==> src/rtl/usb_fs_nb_out_pe.sv <==
// Non-buffered USB full-speed OUT/SETUP protocol engine: token decode, payload streaming
// into the OUT endpoint buffer, handshake selection and per-endpoint OUT data toggles.
module usb_fs_nb_out_pe #(
    parameter int unsigned NumOutEps         = 12,
    parameter int unsigned MaxOutPktSizeByte = 64,
    parameter int unsigned AckTimeoutCnt     = 73,
    localparam int unsigned PktW             = $clog2(MaxOutPktSizeByte)
) (
    input  logic                 clk_48mhz_i,
    input  logic                 rst_ni,
    input  logic                 link_reset_i,
    input  logic                 link_active_i,
    input  logic [6:0]           dev_addr_i,
    input  logic                 rx_pkt_start_i,
    input  logic                 rx_pkt_end_i,
    input  logic                 rx_pkt_valid_i,
    input  logic [3:0]           rx_pid_i,
    input  logic [6:0]           rx_addr_i,
    input  logic [3:0]           rx_endp_i,
    input  logic                 rx_data_put_i,
    input  logic [7:0]           rx_data_i,
    output logic                 tx_pkt_start_o,
    output logic [3:0]           tx_pid_o,
    input  logic                 tx_pkt_end_i,
    input  logic [NumOutEps-1:0] out_ep_enabled_i,
    input  logic [NumOutEps-1:0] out_ep_iso_i,
    input  logic [NumOutEps-1:0] out_ep_stall_i,
    input  logic [NumOutEps-1:0] out_ep_full_i,
    output logic [3:0]           out_ep_current_o,
    output logic                 out_ep_newpkt_o,
    output logic                 out_ep_setup_o,
    output logic                 out_ep_data_put_o,
    output logic [PktW-1:0]      out_ep_put_addr_o,
    output logic [7:0]           out_ep_data_o,
    output logic                 out_ep_acked_o,
    output logic                 out_ep_rollback_o,
    output logic [NumOutEps-1:0] out_data_toggle_o
);

    localparam int unsigned CntW = $clog2(AckTimeoutCnt + 1);

    localparam logic [3:0] PidOut   = 4'b0001;
    localparam logic [3:0] PidSetup = 4'b1101;
    localparam logic [3:0] PidData0 = 4'b0011;
    localparam logic [3:0] PidData1 = 4'b1011;
    localparam logic [3:0] PidAck   = 4'b0010;
    localparam logic [3:0] PidNak   = 4'b1010;
    localparam logic [3:0] PidStall = 4'b1110;

    typedef enum logic [1:0] {
        StIdle     = 2'd0,
        StRcvdOut  = 2'd1,
        StRcvdData = 2'd2,
        StDecide   = 2'd3
    } state_e;

    state_e            state_q;
    logic [CntW-1:0]   cnt_q;
    logic [PktW:0]     put_cnt_q;
    logic              overflow_q;
    logic              data_tog_q;
    logic [15:0]       tog_q;
    logic [3:0]        ep_q;
    logic              setup_q;
    logic              newpkt_q;
    logic              data_put_q;
    logic [PktW-1:0]   put_addr_q;
    logic [7:0]        data_q;
    logic              acked_q;
    logic              rollback_q;

    // Per-endpoint vectors widened to 16 so any 4-bit endpoint index stays in range.
    logic [15:0] en_pad_s, iso_pad_s, stall_pad_s, full_pad_s;
    logic        link_ok_s, tok_accept_s, data_pid_ok_s;
    logic        hs_send_s, dec_ack_s, dec_rb_s, dec_flip_s, dec_set_s;
    logic [3:0]  hs_pid_s;
    logic        unused_tx_end_s;

    assign en_pad_s    = 16'(out_ep_enabled_i);
    assign iso_pad_s   = 16'(out_ep_iso_i);
    assign stall_pad_s = 16'(out_ep_stall_i);
    assign full_pad_s  = 16'(out_ep_full_i);
    assign unused_tx_end_s = tx_pkt_end_i;

    assign link_ok_s     = !link_reset_i && link_active_i;
    assign data_pid_ok_s = (rx_pid_i == PidData0) || (rx_pid_i == PidData1);
    assign tok_accept_s  = rx_pkt_end_i && rx_pkt_valid_i
                         && ((rx_pid_i == PidOut) || (rx_pid_i == PidSetup))
                         && (rx_addr_i == dev_addr_i)
                         && (32'(rx_endp_i) < NumOutEps)
                         && en_pad_s[rx_endp_i];

    // Handshake selection for the deciding cycle, highest priority first.
    always_comb begin
        hs_send_s  = 1'b0;
        hs_pid_s   = 4'b0000;
        dec_ack_s  = 1'b0;
        dec_rb_s   = 1'b0;
        dec_flip_s = 1'b0;
        dec_set_s  = 1'b0;
        if (iso_pad_s[ep_q]) begin
            dec_ack_s = !overflow_q;
            dec_rb_s  = overflow_q;
        end else if (!setup_q && stall_pad_s[ep_q]) begin
            hs_send_s = 1'b1;
            hs_pid_s  = PidStall;
            dec_rb_s  = 1'b1;
        end else if (full_pad_s[ep_q] || overflow_q) begin
            hs_send_s = 1'b1;
            hs_pid_s  = PidNak;
            dec_rb_s  = 1'b1;
        end else if (setup_q) begin
            hs_send_s = 1'b1;
            hs_pid_s  = PidAck;
            dec_ack_s = 1'b1;
            dec_set_s = 1'b1;
        end else if (data_tog_q != tog_q[ep_q]) begin
            hs_send_s = 1'b1;
            hs_pid_s  = PidAck;
            dec_rb_s  = 1'b1;
        end else begin
            hs_send_s  = 1'b1;
            hs_pid_s   = PidAck;
            dec_ack_s  = 1'b1;
            dec_flip_s = 1'b1;
        end
    end

    assign tx_pkt_start_o = (state_q == StDecide) && link_ok_s && hs_send_s;
    assign tx_pid_o       = tx_pkt_start_o ? hs_pid_s : 4'b0000;

    // Transaction state machine with its registered buffer-side outputs and toggles.
    always_ff @(posedge clk_48mhz_i or negedge rst_ni) begin
        if (!rst_ni) begin
            state_q    <= StIdle;
            cnt_q      <= CntW'(AckTimeoutCnt);
            put_cnt_q  <= '0;
            overflow_q <= 1'b0;
            data_tog_q <= 1'b0;
            tog_q      <= 16'h0000;
            ep_q       <= 4'h0;
            setup_q    <= 1'b0;
            newpkt_q   <= 1'b0;
            data_put_q <= 1'b0;
            put_addr_q <= '0;
            data_q     <= 8'h00;
            acked_q    <= 1'b0;
            rollback_q <= 1'b0;
        end else begin
            newpkt_q   <= 1'b0;
            data_put_q <= 1'b0;
            acked_q    <= 1'b0;
            rollback_q <= 1'b0;
            if (!link_ok_s) begin
                // Aborted transactions leave the partial packet for the buffer logic.
                state_q   <= StIdle;
                put_cnt_q <= '0;
                if (link_reset_i) begin
                    tog_q <= 16'h0000;
                end
            end else begin
                case (state_q)
                    StIdle: begin
                        put_cnt_q <= '0;
                        if (tok_accept_s) begin
                            state_q    <= StRcvdOut;
                            ep_q       <= rx_endp_i;
                            setup_q    <= (rx_pid_i == PidSetup);
                            newpkt_q   <= 1'b1;
                            cnt_q      <= CntW'(AckTimeoutCnt);
                            overflow_q <= 1'b0;
                        end
                    end
                    StRcvdOut: begin
                        if (rx_pkt_start_i) begin
                            state_q <= StRcvdData;
                        end else if (cnt_q == '0) begin
                            state_q    <= StIdle;
                            rollback_q <= 1'b1;
                        end else begin
                            cnt_q <= cnt_q - CntW'(1);
                        end
                    end
                    StRcvdData: begin
                        if (rx_data_put_i) begin
                            if (!put_cnt_q[PktW]) begin
                                data_put_q <= 1'b1;
                                put_addr_q <= put_cnt_q[PktW-1:0];
                                data_q     <= rx_data_i;
                                put_cnt_q  <= put_cnt_q + (PktW+1)'(1);
                            end else begin
                                overflow_q <= 1'b1;
                            end
                        end
                        if (rx_pkt_end_i) begin
                            data_tog_q <= rx_pid_i[3];
                            // SETUP payloads must be DATA0; anything else is a bad PID.
                            if (!rx_pkt_valid_i || !data_pid_ok_s
                                || (setup_q && (rx_pid_i == PidData1))) begin
                                state_q    <= StIdle;
                                rollback_q <= 1'b1;
                            end else begin
                                state_q <= StDecide;
                            end
                        end
                    end
                    StDecide: begin
                        state_q    <= StIdle;
                        acked_q    <= dec_ack_s;
                        rollback_q <= dec_rb_s;
                        if (dec_set_s) begin
                            tog_q[ep_q] <= 1'b1;
                        end else if (dec_flip_s) begin
                            tog_q[ep_q] <= ~tog_q[ep_q];
                        end
                    end
                    default: begin
                        state_q <= StIdle;
                    end
                endcase
            end
        end
    end

    assign out_ep_current_o  = ep_q;
    assign out_ep_newpkt_o   = newpkt_q;
    assign out_ep_setup_o    = setup_q;
    assign out_ep_data_put_o = data_put_q;
    assign out_ep_put_addr_o = put_addr_q;
    assign out_ep_data_o     = data_q;
    assign out_ep_acked_o    = acked_q;
    assign out_ep_rollback_o = rollback_q;
    assign out_data_toggle_o = tog_q[NumOutEps-1:0];

endmodule

==> config.mk <==
export PLATFORM = sky130hd
export DESIGN_NAME = usb_fs_nb_out_pe
export DESIGN_NICKNAME = d
export VERILOG_FILES = /design/src/rtl/usb_fs_nb_out_pe.sv
export SDC_FILE = /design/constraint.sdc
export NUM_CORES = 1
export LEC_CHECK = 0
export ABC_AREA = 1
export CORE_ASPECT_RATIO = 1.1
export CORE_UTILIZATION = 48
export DETAILED_ROUTE_END_ITERATION = 7
export PLACE_DENSITY_LB_ADDON = 0.3
export SLEW_MARGIN = 20
export SYNTH_ARGS = -nofsm -noshare
export SYNTH_HDL_FRONTEND = slang
export SYNTH_SLANG_ARGS = --single-unit
==> constraint.sdc <==
create_clock -name clk_48mhz_i -period 2.1 [get_ports clk_48mhz_i]
set_clock_uncertainty 0.05 [all_clocks]
set_input_delay 0.21 -clock clk_48mhz_i [delete_from_list [all_inputs] [get_ports clk_48mhz_i]]
set_output_delay 0.21 -clock clk_48mhz_i [all_outputs]
set_load 0.05 [all_outputs]
==> results of run 1 <==
## cells by family (layout without fill, tap and decap cells)
family,Yosys count,after routing,synth area share
AO/OA/AOI/OAI,78,78,0.0959
AND/OR/NAND/NOR,418,418,0.425
other,1,1,0.000884
buffers and inverters,91,224,0.112
XOR/XNOR,10,10,0.0207
flip-flops,57,57,0.337
adder cells (fa/ha/maj),3,3,0.00885
## layer usage
layer | wire length [µm] | part of all wire
met1 | 4710 | 0.39
met2 | 6320 | 0.52
met3 | 658 | 0.054
met4 | 392 | 0.032
met5 | 0 | 0
## state kept, by name, indices dropped and copies added, names as in the netlist
name and flops:
cnt_q 7, data_tog_q 1, out_ep_acked_o 1, out_ep_current_o 4, out_ep_data_o 8, out_ep_data_put_o 1, out_ep_newpkt_o 1, out_ep_put_addr_o 6
out_ep_rollback_o 1, out_ep_setup_o 1, overflow_q 1, put_cnt_q 7, state_q 2, tog_q 16
## through the flow
step / utilization / cells / hold slack, ns
4_1_cts: 0.701 / 900 / 0.340
3_3_place_gp: 0.663 / 875 / 0.186
3_5_place_dp: 0.663 / 875 / 0.190
5_1_grt: 0.713 / 902 / 0.371
6_report: 0.713 / 902 / 0.342
2_1_floorplan: - / 658 / -0.136
## layout make-up
cell class	instances	area, µm²
timing repair buffer	159	1620
sequential	57	1430
fill	696	2430
clock buffer	9	124
tap	111	139
clock inverter	7	101
inverter	49	186
multi-input combinational	510	2420
## critical path, delay by kind of cell, from the launching register on
kind          cells  cell delay [ns]
buf+inv           4             0.50
simple gates     14             1.07
flops             1             0.44
## final timing paths
check                                                         to  cells after the start  slack, ns
worst max-delay path                       tog_q[12]$_DFFE_PN0P_                     18      -0.05
max in group asynchronous           out_ep_data_o[5]$_DFFE_PN0P_                      3       0.96
worst max register to register             tog_q[12]$_DFFE_PN0P_                     18      -0.05
min in group clk_48mhz_i            out_ep_data_o[4]$_DFFE_PN0P_                      3       0.35
worst min-delay path                       tog_q[10]$_DFFE_PN0P_                      2       0.34
worst min register to register  out_ep_put_addr_o[5]$_DFFE_PN0P_                      2       0.44
## power by group through the flow
stage | combinational [mW] | clock (mW) | sequential (mW)
finish | 0.782 | 1.18 | 1.23
global route | 0.868 | 1.25 | 1.23
CTS | 0.764 | 1.20 | 1.23
detailed placement | 0.755 | 0 | 1.25
global placement | 0.730 | 0 | 1.24
floorplan | 0.381 | 0 | 1.30
## cell usage in the layout, fill, tap and decap left out, types with 5 or more instances in the layout
cell             synthesis  final
a21oi_1                 23     22
buf_12                   0      6
buf_4                   15     24
buf_6                    8      5
clkbuf_8                 0      9
clkdlybuf4s50_1          0    118
dfrtp_1                 54     51
inv_1                   46     45
nand2_1                265    257
nand2_2                 11     18
nand3_1                 37     34
nand3b_1                14     14
nand4_1                 22     22
nor2_1                  55     52
nor2_4                   2      7
nor3_1                   5      5
o21ai_0                 48     47
xnor2_1                  5      5
xor2_1                   5      5
## cells in the mapped netlist
master and instances:
nor2_2 4, o21ai_0 48, o21ai_1 1, a22o_1 1, dfstp_2 3, nand3b_1 14, nand2_1 265, or2_2 2
a21oi_1 23, clkbuf_2 1, nand2_2 11, o32ai_1 1, nor3_1 5, nor2_4 2, nand3_1 37, conb_1 1
o211ai_1 1, buf_6 8, inv_1 46, xor2_1 5, nor2_1 55, buf_2 12, inv_2 3, a31oi_1 1
xnor2_1 5, clkbuf_1 6, nand4_1 22, dfrtp_1 54, ha_1 3, o21bai_1 1, a22oi_1 1, buf_4 15
nand3_4 1
## repair_timing
item | 4_1_cts | 5_1_grt
cloned | 2 | 2
gates resized for setup | 10 | 13
pin swaps | 7 | 9
endpoints found under the setup margin | 4 | 20
hold buffers | 1 | 0
setup buffers | 6 | 1
endpoints found under the hold margin | 22 | 0
==> key figures, run 1 <==
Synth
  – Netlist Area Pre-Place: 4240 µm²
  – Mapped Cells: 658
  – Yosys warns: 0
  – Sequential area share after synthesis: 0.337
  – Area leader, netlist: dfrtp_1
  – Synth top area share: 0.319
  – Synth top area cells: dfrtp_1 (32%), nand2_1 (23%), o21ai_0 (5.7%)
  – Synthesized flop and latch total: 57
  – Syn_area_per_cell: 6.44 µm²
  – Net Count, Synth: 748
  – Count of cell types in the netlist: 33

Critical path
  – CP Cell Sequence: inv_4 -> buf_6 -> nand2_2 -> nand2_1 -> nand2_1 -> nand3_1 -> nand2_1 -> nand2_2 -> nor2_4 -> nand2_2 -> buf_6 -> nor2_4 -> nand2_2 -> nand2_4 -> clkbuf_16 -> nand3_1 -> nand2_1 -> nand2_1
  – Critical Path Fanout Max: 8
  – CP Capture Type: flop
  – Slowest cell on crit path: dfrtp_2
  – Crit path launch type: flop
  – Most frequent CP cell: nand2_1
  – Worst setup startpoint: out_ep_current_o[0]$_DFFE_PN0P_
  – Crit path required time: 2.29 ns
  – Worst EP arrival: 2.34 ns
  – Reg2reg start: out_ep_current_o[0]$_DFFE_PN0P_
  – Crit Path Category: flop to flop
  – Worst path max stage delay: 0.44 ns

Detailed routing
  – Drt initial violations: 290
  – Via Count: 4741
  – Vias per cell: 5.26
  – TritonRoute pass-1 iters: 5
  – Antenna viol nets, final: 0
  – Drt wl/cell: 13.4 µm
  – DRC violations left: 0
  – Drt total wl: 12100 µm

Job
  – Total of max-cap violations: 0

GRT
  – Largest net degree at the start of global routing: 33
  – Routing usage on met2: 0.492
  – Grt peak-use layer: met2
  – Vias in the first global route: 4505
  – Antenna violations before repair: 0
  – Met3 Track Usage GR: 0.0551
  – GR Util All Layers: 0.263
  – Global-route wire length before repair: 19600 µm
  – Met1 GRT Util: 0.290
  – Overflow after GRT: 0

Pwr
  – Comb power frac: 0.245
  – Sw Ratio: 0.303
  – Clock share of power: 0.370
  – P_sw: 0.967 mW
  – LEAKAGE: 2.83 nW
  – Worst vdd ir: 0.472 mV
  – Total power: 3.19 mW
  – Pwr dens: 530 nW/µm²
  – Internal Power: 2.22 mW
  – Seq pwr share: 0.385

Cells and area
  – Post-route cell area: 6020 µm²
  – ANT cells: 0
  – Final net count: 876
  – Synthesis-to-layout area growth: 42.0%
  – Share of cells above drive strength 1: 0.129

Outcome
  – Failing checks: negative setup slack
  – Status: finished with violations

Placed design
  – Pre-CTS WS: -0.0505 ns
  – GP Congestion: 0.928
  – DP Area: 5600 µm²
  – PortBufs: 124
  – Dpl hpwl: 8610 µm

Die
  – Die height: 101 µm
  – Cell Rows: 35
  – Core box area: 8450 µm²
  – Num ports: 127
  – Die area: 9210 µm²
  – Die Wd: 91.6 µm
  – Initial Utilization: 0.502

Clock tree
  – Root buffer cell: clkbuf_8
  – Clock buffer depth: 2
  – Clock Latency Late Sink: 0.34 ns
  – H-tree depth: 3
  – CTS clk-pin slew, worst paths: 0.08 ns
  – Num Clock Sinks: 57
  – CTS tree: built
  – Total CTS buffers: 9

Timing
  – Final setup fails: 17
  – Period minus WS final: 2.15 ns
  – Slew at the pin with the worst max-slew slack: 0.574 ns
  – RSZ-0062 raised after global routing: true
  – Final Cycle Share: 1.02
  – Final Hold Viols: 0
  – Setup tns final: -0.428 ns
  – Slew margin rel.: 0.617
  – Fmax: 0.465 GHz
  – Fin. max-slew vios: 0
  – Final Worst Setup Slack: -0.0500 ns

Min path
  – Hold Path Class: input port to asynchronous set/reset pin
(Power assumes the default switching activity.)
==> inputs of run 2 (changes only) <==
SLEW_MARGIN = 40   (was 20)
==> results of run 2 <==
The final DEF is identical to that of run 1; final timing and power are the same.
